[config.mk]
export PLATFORM = sky130hd
export DESIGN_NAME = pipeline_hazard_ctrl
export DESIGN_NICKNAME = d
export VERILOG_FILES = /design/src/rtl/pipeline_hazard_ctrl.sv
export SDC_FILE = /design/constraint.sdc
export NUM_CORES = 1
export LEC_CHECK = 0
export ABC_AREA = 1
export CORE_MARGIN = 1
export CORE_UTILIZATION = 47
export CTS_CLUSTER_DIAMETER = 30
export DETAILED_ROUTE_END_ITERATION = 12
export PLACE_DENSITY = 0.77
export SYNTH_ARGS = -nofsm -noshare
export SYNTH_HDL_FRONTEND = slang
export SYNTH_SLANG_ARGS = --single-unit
export TNS_END_PERCENT = 50
[constraint.sdc]
create_clock -name clk -period 1.8 [get_ports clk]
set_input_delay 0.54 -clock clk [delete_from_list [all_inputs] [get_ports clk]]
set_output_delay 0.54 -clock clk [all_outputs]
set_load 0.02 [all_outputs]
[src/rtl/pipeline_hazard_ctrl.sv]
// pipeline_hazard_ctrl: stall/flush sequencer for the 5-stage ARM pipeline.
// It detects RAW hazards between ID sources and EXE/MEM destinations. It flushes
// wrong-path instructions on a taken branch. It freezes the whole pipeline while
// the SRAM data port is busy, with a watchdog on that wait. It also keeps
// saturating stall and flush performance counters.
// Optional feature macro: FORWARDING_EN. When it is defined, only load-use
// hazards stall; all other hazards are resolved by forwarding.
module pipeline_hazard_ctrl #(
  parameter int MEM_TIMEOUT = 64,
  parameter int CNT_W       = 32
) (
  input  logic             clk,
  input  logic             rst,
  input  logic [3:0]       id_src1,
  input  logic [3:0]       id_src2,
  input  logic             id_use_src1,
  input  logic             id_two_src,
  input  logic [3:0]       exe_dest,
  input  logic             exe_wb_en,
  input  logic             exe_mem_r_en,
  input  logic [3:0]       mem_dest,
  input  logic             mem_wb_en,
  input  logic             branch_taken,
  input  logic             mem_req,
  input  logic             sram_ready,
  output logic             hazard_stall,
  output logic             flush,
  output logic             freeze_all,
  output logic             mem_err,
  output logic [CNT_W-1:0] stall_cycles,
  output logic [CNT_W-1:0] flush_count
);

  localparam int                WAIT_W    = $clog2(MEM_TIMEOUT) + 1;
  localparam logic [WAIT_W-1:0] WAIT_LAST = WAIT_W'(MEM_TIMEOUT - 1);

  typedef enum logic [1:0] {
    S_RUN,
    S_MEMWAIT,
    S_ERROR
  } state_t;

  state_t            state;
  logic [WAIT_W-1:0] wait_cnt;
  logic              freeze_raw;
  logic              raw_hazard;
  logic              src1_exe;
  logic              src2_exe;

  // Counters stick at all-ones instead of wrapping.
  function automatic logic [CNT_W-1:0] sat_inc(input logic [CNT_W-1:0] v);
    return (&v) ? v : v + CNT_W'(1);
  endfunction

  assign src1_exe = id_use_src1 & (id_src1 == exe_dest);
  assign src2_exe = id_two_src  & (id_src2 == exe_dest);

`ifdef FORWARDING_EN
  // MEM results are forwarded, so the MEM stage never causes a stall.
  logic unused_mem;
  assign unused_mem = ^{mem_dest, mem_wb_en};
  assign raw_hazard = exe_wb_en & exe_mem_r_en & (src1_exe | src2_exe);
`else
  logic src1_mem;
  logic src2_mem;
  assign src1_mem   = id_use_src1 & (id_src1 == mem_dest);
  assign src2_mem   = id_two_src  & (id_src2 == mem_dest);
  assign raw_hazard = (exe_wb_en & (src1_exe | src2_exe)) |
                      (mem_wb_en & (src1_mem | src2_mem));
`endif

  // Freeze request from the SRAM wait state machine, before priority gating.
  always_comb begin
    freeze_raw = 1'b0;
    unique case (state)
      S_RUN:     freeze_raw = mem_req & ~sram_ready;
      S_MEMWAIT: freeze_raw = ~sram_ready;
      S_ERROR:   freeze_raw = 1'b1;
      default:   freeze_raw = 1'b1;
    endcase
  end

  // Outputs act in the same cycle. Priority order is freeze, then flush, then
  // stall. Holding rst low forces every output to zero immediately.
  assign freeze_all   = rst & freeze_raw;
  assign flush        = rst & ~freeze_raw & branch_taken;
  assign hazard_stall = rst & ~freeze_raw & ~branch_taken & raw_hazard;

  // SRAM wait tracking with a watchdog. ERROR is left only through reset.
  always_ff @(posedge clk or negedge rst) begin
    if (!rst) begin
      state    <= S_RUN;
      wait_cnt <= '0;
      mem_err  <= 1'b0;
    end else begin
      unique case (state)
        S_RUN: begin
          if (mem_req && !sram_ready) begin
            state    <= S_MEMWAIT;
            wait_cnt <= WAIT_W'(1);
          end
        end
        S_MEMWAIT: begin
          if (sram_ready) begin
            state    <= S_RUN;
            wait_cnt <= '0;
          end else if (wait_cnt == WAIT_LAST) begin
            state   <= S_ERROR;
            mem_err <= 1'b1;
          end else begin
            wait_cnt <= wait_cnt + WAIT_W'(1);
          end
        end
        S_ERROR: begin
          mem_err <= 1'b1;
        end
        default: begin
          state   <= S_ERROR;
          mem_err <= 1'b1;
        end
      endcase
    end
  end

  // Saturating performance counters for stall/freeze cycles and flush pulses.
  always_ff @(posedge clk or negedge rst) begin
    if (!rst) begin
      stall_cycles <= '0;
      flush_count  <= '0;
    end else begin
      if (hazard_stall || freeze_all) stall_cycles <= sat_inc(stall_cycles);
      if (flush)                      flush_count  <= sat_inc(flush_count);
    end
  end

endmodule

==> results.tsv, run 1 <==
stage	metric	value	unit
grt	grt_pass1_wl	20.7	mm
finish	fin_nets	851	
finish	drive_above_1_share	0.244	
synth	ys.flop_type	dfrtp_1	
timing	max_freq	0.482	GHz
worst_setup_path	worstPathRequired	1.26	ns
power_and_ir_drop	vdd_drop_max	0.386	mV
timing	finalHoldViolCount	0	
worst_setup_path	critical_path.endpoint	hazard_stall	
synth	postSynthCellCount	647	
timing	rsz0062_at_grt	true	
clock_network	worstSkewPairLatency	0.36	ns
grt	grt_pass1_vias	4671	
die	initial_core_util	0.493	
die	core	0.00942	sq mm
routing	antenna_left	0	
routing	wl_per_cell	14.7	um
clock_network	cts.sinks	74	
synth	synthTopCellsByArea	dfrtp_1, nand2_1, nor2_1	
job	drv_cap	0	
worst_setup_path	worst_ep_arrival_time	1.54	ns
grt	antenna_found_initial	0	
finish	antennaDiodeCount	0	
timing	slew_headroom	0.508	
grt	grt_usage	0.255	
synth	synth_compound_area_frac	0.0154	
synth	async_flop_share	1.00	
synth	synth_top_family_by_area	simple AND/OR/NAND/NOR gates	
timing	finalCritPeriodShare	1.15	
routing	routed_wl	14.1	mm
routing	drt-initial-drc-count	242	
place	hpwl	9.33	mm
worst_setup_path	reg2reg_depth	9	
finish	area_growth_syn_to_layout	45.0	%
synth	synthAdderAreaFrac	0.00808	
synth	synth.cell_area	0.00465	sq mm
synth	synth_area_per_cell	7.18	sq um
synth	synth_edf_count	0	
grt	grt_most_used_layer	met2	
worst_setup_path	crit_fanout	3	
routing	vias	5056	
synth	ys_seq_area_frac	0.399	
place	dp_slack	-1.07	ns
routing	dr.pass1.iters	5	
worst_setup_path	crit_type	primary input to primary output	
grt	use_met3	0.0366	
timing	setup_ws	-0.277	ns
clock_network	clkTransAtPathRegs	0.08	ns
timing	setup_viol	5	
synth	synth_xor_area_frac	0.102	
worst_setup_path	cp-start-kind	primary input	
run_status	violations	negative setup slack	
synth	synth_warnings	0	
worst_setup_path	r2r-end	flush_count[27]$_DFFE_PN0P_	
die	die_area	0.0103	sq mm
grt	groute.layer.met2.usage	0.447	
grt	met1_usage	0.316	
synth	synth.net_count	676	
power_and_ir_drop	leakagePower	3.56	nW
worst_setup_path	r2r_start	flush_count[7]$_DFFE_PN0P_	
worst_setup_path	end_kind	primary output	
synth	ys_seq_elements	74	
worst_setup_path	r2r_slack	-0.02	ns
synth	synth-simple-area-share	0.398	
die	io_pins	94	
clock_network	h-tree-depth	3	
routing	vias_per_cell	5.29	
clock_network	cts_buffer_depth	2	
finish	instances_no_fill	956	
power_and_ir_drop	power_density	547	mW/mm^2
run_status	status	finished with violations	
clock_network	cts_root_buf	clkbuf_8	
routing	route.detailed.drc	0	
die	rows	35	
place	dp_cells	910	
synth	synth_top_cell_by_area	dfrtp_1	
finish	n_fill_cell	723	
timing	maxSlewViolCount	0	
synth	synth_mux_area_frac	0	
synth	synth_cell_types	32	
place	place.gp.congestion	0.961	
clock_network	ctsHoldBuffers	0	
synth	netlist.area_leader.share	0.399	
timing	finClkSkew	0.0136	ns
clock_network	cts_tree	yes	
clock_network	numCtsBuffers	9	
grt	grt_max_degree	59	
die	fp.dieW	101	um
place	io_buffers	92	
synth	synth_most_common_cell	nand2_1	
timing	fin_hold_ws	0.288	ns
grt	grt.overflow.total	0	
timing	worst_pin_slew	0.737	ns
timing	tns	-0.738	ns
timing	layout_min_cycle_time	2.08	ns
hold_path	worstHoldPathType	primary input to async pin	
synth	synth.cells.most_frequent	nand2_1, nor2_1, dfrtp_1, inv_1, nand3_1	
worst_setup_path	critPathLaunch	id_src2[1]	
die	die_y	101	um
## area by class of cell
cell class | instances | area (sq um) | area share
repair buffers | 174 | 1500 | 0.223
well taps | 129 | 161 | 0.0240
clock inverters | 6 | 66.3 | 0.00984
clock buffers | 10 | 138 | 0.0204
inverters | 70 | 265 | 0.0394
flip-flops and latches | 74 | 1860 | 0.276
multi-input cells | 493 | 2740 | 0.407
## per-layer routing
metal	routed length (um)	vias up
met5	0	-
met4	396	0
met3	809	42
met2	7150	214
met1	5720	2405
li1	-	2395
## worst max-delay path, cell delays in order
cell             delay, ns
clkdlybuf4s15_2       0.21
inv_2                 0.04
nand2_1               0.05
nand2_1               0.05
nor2_1                0.11
nand3_1               0.10
nand2_1               0.07
nand2_1               0.05
nand2_1               0.05
nand2_1               0.06
inv_1                 0.08
buf_6                 0.12
## sequential cells by signal, summed over array words and instances (netlist names)
| name | flops |
|---|---|
| mem_err | 1 |
| stall_cycles | 32 |
| flush_count | 32 |
| wait_cnt | 7 |
| state | 2 |
## what timing repair did
item,in CTS,in global routing
pin swaps,14,25
endpoints found under the setup margin,132,77
setup buffers,8,22
gates resized for setup,133,113
hold endpoints to repair,0,0
gates cloned,3,3
## power breakdown
part	leakage, nW	total [mW]	internal, mW	switching (mW)
Clock	0.106	1.36	0.681	0.683
Sequential	0.985	1.80	1.72	0.0798
Combinational	2.47	0.526	0.227	0.299
## cell usage in the layout (no fill, tap or decap), drive strengths merged
cell             n
clkdlybuf4s15    7
a211oi           1
nor2            88
and3             1
nand4           18
o31ai            1
dlygate4sd2     64
bufinv           1
clkinv           5
nand3b           3
nor4             1
or3              1
buf             86
nor3            23
dfrtp           74
o21ai            8
nand2          228
clkbuf          24
xor2            26
xnor2           28
inv             70
nand3           59
a21oi            2
ha               3
or2              1
a31oi            1
clkdlybuf4s50    3
## logic make-up (layout without fill, tap and decap cells)
group,Yosys count,in the layout
buffers and inverters,81,260
AO/OA/AOI/OAI,13,13
AND/OR/NAND/NOR,422,423
flip-flops,74,74
XOR/XNOR,54,54
adder cells (fa/ha/maj),3,3
## worst min-delay path by stage
stage | start | endpoint | slack (ns) | depth (start not counted)
after global placement | mem_err$_DFFE_PN0P_ | mem_err$_DFFE_PN0P_ | 0.46 | 1
final | rst | stall_cycles[5]$_DFFE_PN0P_ | 0.29 | 3
after detailed placement | mem_err$_DFFE_PN0P_ | mem_err$_DFFE_PN0P_ | 0.47 | 1
after global routing | rst | stall_cycles[5]$_DFFE_PN0P_ | 0.30 | 3
after floorplan | rst | flush_count[0]$_DFFE_PN0P_ | 0.24 | 0
after CTS | rst | stall_cycles[2]$_DFFE_PN0P_ | 0.27 | 3
## per-stage QoR
step / instance area (sq um) / power [mW] / utilization
3_5_place_dp: 6040 / 2.34 / 0.641
2_1_floorplan: 4650 / 2.05 / -
6_report: 6740 / 3.69 / 0.716
5_1_grt: 6740 / 3.82 / 0.716
4_1_cts: 6290 / 3.65 / 0.668
3_3_place_gp: 6040 / 2.32 / 0.641
(Power assumes the default switching activity.)
==> run 2, diff against run 1 <==
--- a/config.mk
+++ b/config.mk
@@ -10,8 +10,7 @@
 export CORE_UTILIZATION = 47
 export CTS_CLUSTER_DIAMETER = 30
 export DETAILED_ROUTE_END_ITERATION = 12
-export PLACE_DENSITY = 0.77
+export PLACE_DENSITY = 0.87
 export SYNTH_ARGS = -nofsm -noshare
 export SYNTH_HDL_FRONTEND = slang
 export SYNTH_SLANG_ARGS = --single-unit
-export TNS_END_PERCENT = 50
==> results.tsv, run 2 (synthesis results as in run 1) <==
stage	metric	value	unit
run_status	status	finished with violations	
run_status	violations	negative setup slack	
die	fp.dieW	101	um
grt	grt.overflow.total	0	
timing	rsz0062_at_grt	true	
timing	finalCritPeriodShare	1.20	
finish	reg.largest.list	flush_count: 32 flops, stall_cycles: 32 flops, wait_cnt: 7 flops	
clock_network	cts_root_buf	clkbuf_8	
clock_network	cts_buffer_depth	2	
grt	groute.layer.met2.usage	0.490	
power_and_ir_drop	switching_share	0.294	
die	die_area	0.0103	sq mm
clock_network	clkTransAtPathRegs	0.07	ns
timing	layout_min_cycle_time	2.17	ns
power_and_ir_drop	combPwrFrac	0.167	
routing	routed_wl	16.5	mm
finish	drive_above_1_share	0.326	
grt	grt_most_used_layer	met2	
timing	maxSlewViolCount	0	
clock_network	numCtsBuffers	9	
power_and_ir_drop	vdd_drop_max	0.337	mV
grt	grt_pass1_wl	22.7	mm
worst_setup_path	worst_ep_arrival_time	1.63	ns
clock_network	ctsHoldBuffers	0	
job	drv_cap	0	
place	hpwl	9.45	mm
clock_network	h-tree-depth	3	
grt	antenna_found_initial	0	
place	place.gp.congestion	0.978	
place	io_buffers	92	
worst_setup_path	end_kind	primary output	
finish	fin_nets	852	
routing	vias_per_cell	5.61	
finish	antennaDiodeCount	0	
power_and_ir_drop	leakagePower	3.61	nW
finish	final_util	0.756	
timing	slew_headroom	0.379	
die	core	0.00942	sq mm
finish	final_common_cell	nand2_1	
worst_setup_path	worstPathRequired	1.26	ns
grt	grt_max_degree	75	
finish	instances_no_fill	956	
finish	area_growth_syn_to_layout	53.2	%
finish	n_fill_cell	609	
worst_setup_path	r2r_slack	-0.25	ns
timing	finalHoldViolCount	0	
clock_network	cts.sinks	74	
die	initial_core_util	0.493	
routing	vias	5362	
routing	route.detailed.drc	0	
routing	drt-initial-drc-count	406	
clock_network	cts_tree	yes	
power_and_ir_drop	internal_power	2.64	mW
die	io_pins	94	
grt	met1_usage	0.329	
worst_setup_path	crit_type	primary input to primary output	
hold_path	worstHoldPathType	flip-flop to flip-flop	
worst_setup_path	crit_fanout	3	
power_and_ir_drop	p_switching	1.10	mW
routing	dr.pass1.iters	5	
die	rows	35	
routing	wl_per_cell	17.2	um
die	die_y	101	um
grt	grt_usage	0.282	
timing	worst_pin_slew	0.931	ns
routing	antenna_left	0	
timing	max_freq	0.461	GHz
grt	use_met3	0.0531	
worst_setup_path	cp-start-kind	primary input	
finish	final_cell_mix	nand2_1, dfrtp_1, dlygate4sd2_1	
clock_network	worstSkewPairLatency	0.35	ns
power_and_ir_drop	pwr-share-seq	0.476	
timing	setup_ws	-0.367	ns
timing	finClkSkew	0.0161	ns
place	dp_cells	909	
timing	setup_viol	67	
grt	grt_pass1_vias	4937	
power_and_ir_drop	power_density	526	mW/mm^2
power_and_ir_drop	pwr-share-clk	0.357	
## run 2: changes by cell type in the layout (fill, tap and decap cells not counted), moves of 3 or more
cell	change
buf_4	-15
clkinv_4	-3
clkbuf_2	-9
nand3_1	-13
nand2_1	-41
nand3_2	+12
nand2_2	+34
buf_2	+12
nor2_4	+8
nand2_4	+6
nor2_1	-10
buf_6	+10
o21ai_1	+3
## run 2: path summary, 6_finish.rpt
kind | cells after the start | to | from
worst max-delay path | 12 | hazard_stall | id_src1[0]
worst min register to register | 1 | mem_err$_DFFE_PN0P_ | mem_err$_DFFE_PN0P_
min in group asynchronous | 3 | wait_cnt[0]$_DFFE_PN0P_ | rst
worst min-delay path | 1 | mem_err$_DFFE_PN0P_ | mem_err$_DFFE_PN0P_
worst max register to register | 12 | flush_count[6]$_DFFE_PN0P_ | state[0]$_DFFE_PN0P_
max in group asynchronous | 3 | state[1]$_DFFE_PN0P_ | rst
## run 2: stage by stage
stage	cell area [sq um]	setup TNS, ns	total power [mW]	setup slack, ns	hold WS, ns
after CTS	6400	-1.84	3.62	-0.255	0.489
after global placement	6040	-37.62	2.31	-0.980	0.473
after detailed placement	6040	-43.80	2.33	-1.11	0.466
after floorplan	4650	0	2.05	0.0353	0.244
after global routing	7120	-17.03	3.86	-0.433	0.497
final	7120	-12.29	3.74	-0.367	0.492
## run 2: critical path: stages
cell and delay [ns]:
clkdlybuf4s15_1 0.20, inv_2 0.07, nand2_1 0.10, nand2_2 0.08, nor2_4 0.10, nand3_2 0.08, nand2_1 0.06, nand2_1 0.07
nand2_1 0.09, nand2_2 0.07, inv_2 0.06, buf_6 0.10
## run 2: cell type report
cell class | instances | area [sq um] | area share
clock inverter | 5 | 55.1 | 0.00774
clock buffer | 10 | 138 | 0.0193
multi-input combinational | 493 | 3030 | 0.426
sequential | 74 | 1860 | 0.261
inverter | 70 | 270 | 0.0380
tap | 129 | 161 | 0.0227
timing repair buffer | 175 | 1600 | 0.225
## run 2: per-layer routing
layer | up-vias | part of all wire
met2 | 359 | 0.51
met1 | 2524 | 0.36
met5 | - | 0
li1 | 2382 | -
met4 | 0 | 0.053
met3 | 97 | 0.075
## run 2: repair_timing
| item | 4_1_cts | 5_1_grt |
|---|---|---|
| resized for setup | 176 | 182 |
| setup buffers | 14 | 20 |
| gates cloned | 3 | 4 |
| pin swaps | 29 | 53 |
| setup endpoints to repair | 132 | 73 |
## run 2: power groups by stage
stage / Combinational, mW / Clock, mW / Sequential, mW
6_report: 0.625 / 1.34 / 1.78
4_1_cts: 0.520 / 1.32 / 1.78
3_3_place_gp: 0.508 / 0 / 1.81
2_1_floorplan: 0.179 / 0 / 1.87
3_5_place_dp: 0.524 / 0 / 1.81
5_1_grt: 0.666 / 1.40 / 1.79
==> run 3, diff against run 2 <==
--- a/config.mk
+++ b/config.mk
@@ -14,3 +14,4 @@
 export SYNTH_ARGS = -nofsm -noshare
 export SYNTH_HDL_FRONTEND = slang
 export SYNTH_SLANG_ARGS = --single-unit
+export TNS_END_PERCENT = 5
==> results.tsv, run 3 (synthesis results as in run 1) <==
stage	metric	value	unit
worst_setup_path	r2r_slack	-0.32	ns
place	io_buffers	92	
clock_network	ctsHoldBuffers	0	
grt	grt_most_used_layer	met2	
power_and_ir_drop	internal_power	2.60	mW
place	dp_cells	909	
die	initial_core_util	0.493	
hold_path	holdPathStages	1	
place	dp_slack	-1.11	ns
timing	layout_min_cycle_time	2.15	ns
power_and_ir_drop	vdd_drop_max	0.330	mV
worst_setup_path	worst-path-buf-inv	3	
power_and_ir_drop	power	3.64	mW
worst_setup_path	critical_path.slowest_cell	dfrtp_1	
finish	n_fill_cell	715	
worst_setup_path	critPathLaunch	state[0]$_DFFE_PN0P_	
worst_setup_path	r2r-end	wait_cnt[4]$_DFFE_PN0P_	
worst_setup_path	cp-start-kind	flip-flop	
routing	antenna_left	0	
grt	met1_usage	0.327	
routing	vias_per_cell	5.45	
routing	dr.pass1.iters	5	
power_and_ir_drop	p_switching	1.04	mW
grt	grt.overflow.total	0	
worst_setup_path	slowest_delay	0.40	ns
job	drv_cap	0	
clock_network	cts_root_buf	clkbuf_8	
finish	final_cell_mix	nand2_1, dfrtp_1, dlygate4sd2_1	
hold_path	worstHoldPathType	flip-flop to flip-flop	
clock_network	cts_buffer_depth	2	
routing	wl_per_cell	15.3	um
timing	slew_headroom	0.361	
die	core	0.00942	sq mm
timing	max_freq	0.464	GHz
grt	grt_pass1_vias	4929	
clock_network	clkTransAtPathRegs	0.07	ns
run_status	status	finished with violations	
finish	final_common_cell	nand2_1	
worst_setup_path	worst_ep_arrival_time	1.61	ns
timing	maxSlewViolCount	0	
worst_setup_path	worstPathRequired	1.26	ns
finish	final_util	0.696	
timing	worst_pin_slew	0.959	ns
place	place_area	0.00604	sq mm
die	io_pins	94	
grt	use_met3	0.0545	
finish	fin_nets	833	
grt	grt_max_degree	75	
timing	rsz0062_at_grt	true	
timing	setup_ws	-0.354	ns
die	rows	35	
clock_network	numCtsBuffers	9	
place	hpwl	9.45	mm
timing	setup_viol	49	
hold_path	min-delay-start	mem_err$_DFFE_PN0P_	
die	die_area	0.0103	sq mm
worst_setup_path	worstPathCellList	inv_2 > nor2_4 > nand2_2 > nand4_1 > nor2_2 > nand2_2 > inv_2 > buf_6	
clock_network	h-tree-depth	3	
power_and_ir_drop	leakagePower	3.40	nW
finish	final_area	0.00655	sq mm
grt	grt_usage	0.278	
finish	instances_no_fill	937	
grt	antenna_found_initial	0	
hold_path	holdPathEnd	mem_err$_DFFE_PN0P_	
routing	route.detailed.drc	0	
clock_network	worstSkewPairLatency	0.35	ns
finish	antennaDiodeCount	0	
worst_setup_path	end_kind	primary output	
timing	tns	-4.09	ns
run_status	violations	negative setup slack	
finish	reg.largest.list	flush_count: 32 flops, stall_cycles: 32 flops, wait_cnt: 7 flops	
die	die_y	101	um
power_and_ir_drop	combPwrFrac	0.146	
clock_network	cts_tree	yes	
routing	drt-initial-drc-count	302	
routing	routed_wl	14.4	mm
die	fp.dieW	101	um
timing	finalCritPeriodShare	1.20	
power_and_ir_drop	power_density	556	mW/mm^2
power_and_ir_drop	switching_share	0.286	
finish	drive_above_1_share	0.244	
power_and_ir_drop	pwr-share-clk	0.364	
worst_setup_path	crit_fanout	2	
finish	area_growth_syn_to_layout	41.0	%
worst_setup_path	cp_top_family	simple AND/OR/NAND/NOR gates	
place	place.gp.congestion	0.978	
worst_setup_path	r2r_start	state[0]$_DFFE_PN0P_	
worst_setup_path	reg2reg_depth	14	
routing	vias	5108	
timing	finClkSkew	0.0152	ns
power_and_ir_drop	pwr-share-seq	0.490	
clock_network	cts.sinks	74	
timing	fin_hold_ws	0.491	ns
grt	grt_pass1_wl	22.5	mm
grt	groute.layer.met2.usage	0.479	
worst_setup_path	crit_type	flip-flop to primary output	
timing	finalHoldViolCount	0	
## run 3: timing repair
action | in CTS | in global routing
pin swaps | 29 | 23
endpoints found under the setup margin | 132 | 72
buffers inserted | 11 | 3
hold endpoints to repair | 0 | 0
cloned | 1 | 2
resized for setup | 176 | 78
## run 3: layout make-up
type                    instances  area (sq um)  share of cell area
clock buffers                  10           138              0.0210
clock inverters                 5          55.1             0.00840
flip-flops and latches         74          1860               0.284
repair buffers                157          1370               0.209
multi-input cells             492          2710               0.413
well taps                     129           161              0.0246
inverters                      70           265              0.0405
## run 3: worst max-delay path by stage
stage,depth (start not counted),slack [ns],to
3_3_place_gp,12,-0.98,hazard_stall
2_1_floorplan,10,0.04,stall_cycles[2]$_DFFE_PN0P_
3_5_place_dp,12,-1.11,hazard_stall
4_1_cts,8,-0.25,hazard_stall
5_1_grt,12,-0.48,hazard_stall
6_report,8,-0.35,hazard_stall
## run 3: worst reg2reg max path, cell delays in order (launching register included)
cell	delay, ns
dfrtp_1	0.37
inv_2	0.07
buf_6	0.11
buf_4	0.12
buf_4	0.12
buf_4	0.12
buf_4	0.13
buf_6	0.11
nor2_4	0.07
nand4_1	0.15
nand3_2	0.20
buf_6	0.13
nor2_2	0.04
a21oi_1	0.19
a21oi_1	0.07
## run 3: routing by layer
layer,vias up,wire length [um]
li1,2347,-
met3,73,897
met4,0,648
met2,266,7190
met5,-,0
met1,2422,5620
## run 3: power by group through the flow
stage | combinational [mW] | clock, mW | sequential [mW]
after global placement | 0.508 | 0 | 1.81
after global routing | 0.582 | 1.40 | 1.79
after floorplan | 0.179 | 0 | 1.87
after CTS | 0.494 | 1.32 | 1.78
after detailed placement | 0.524 | 0 | 1.81
final | 0.533 | 1.33 | 1.78
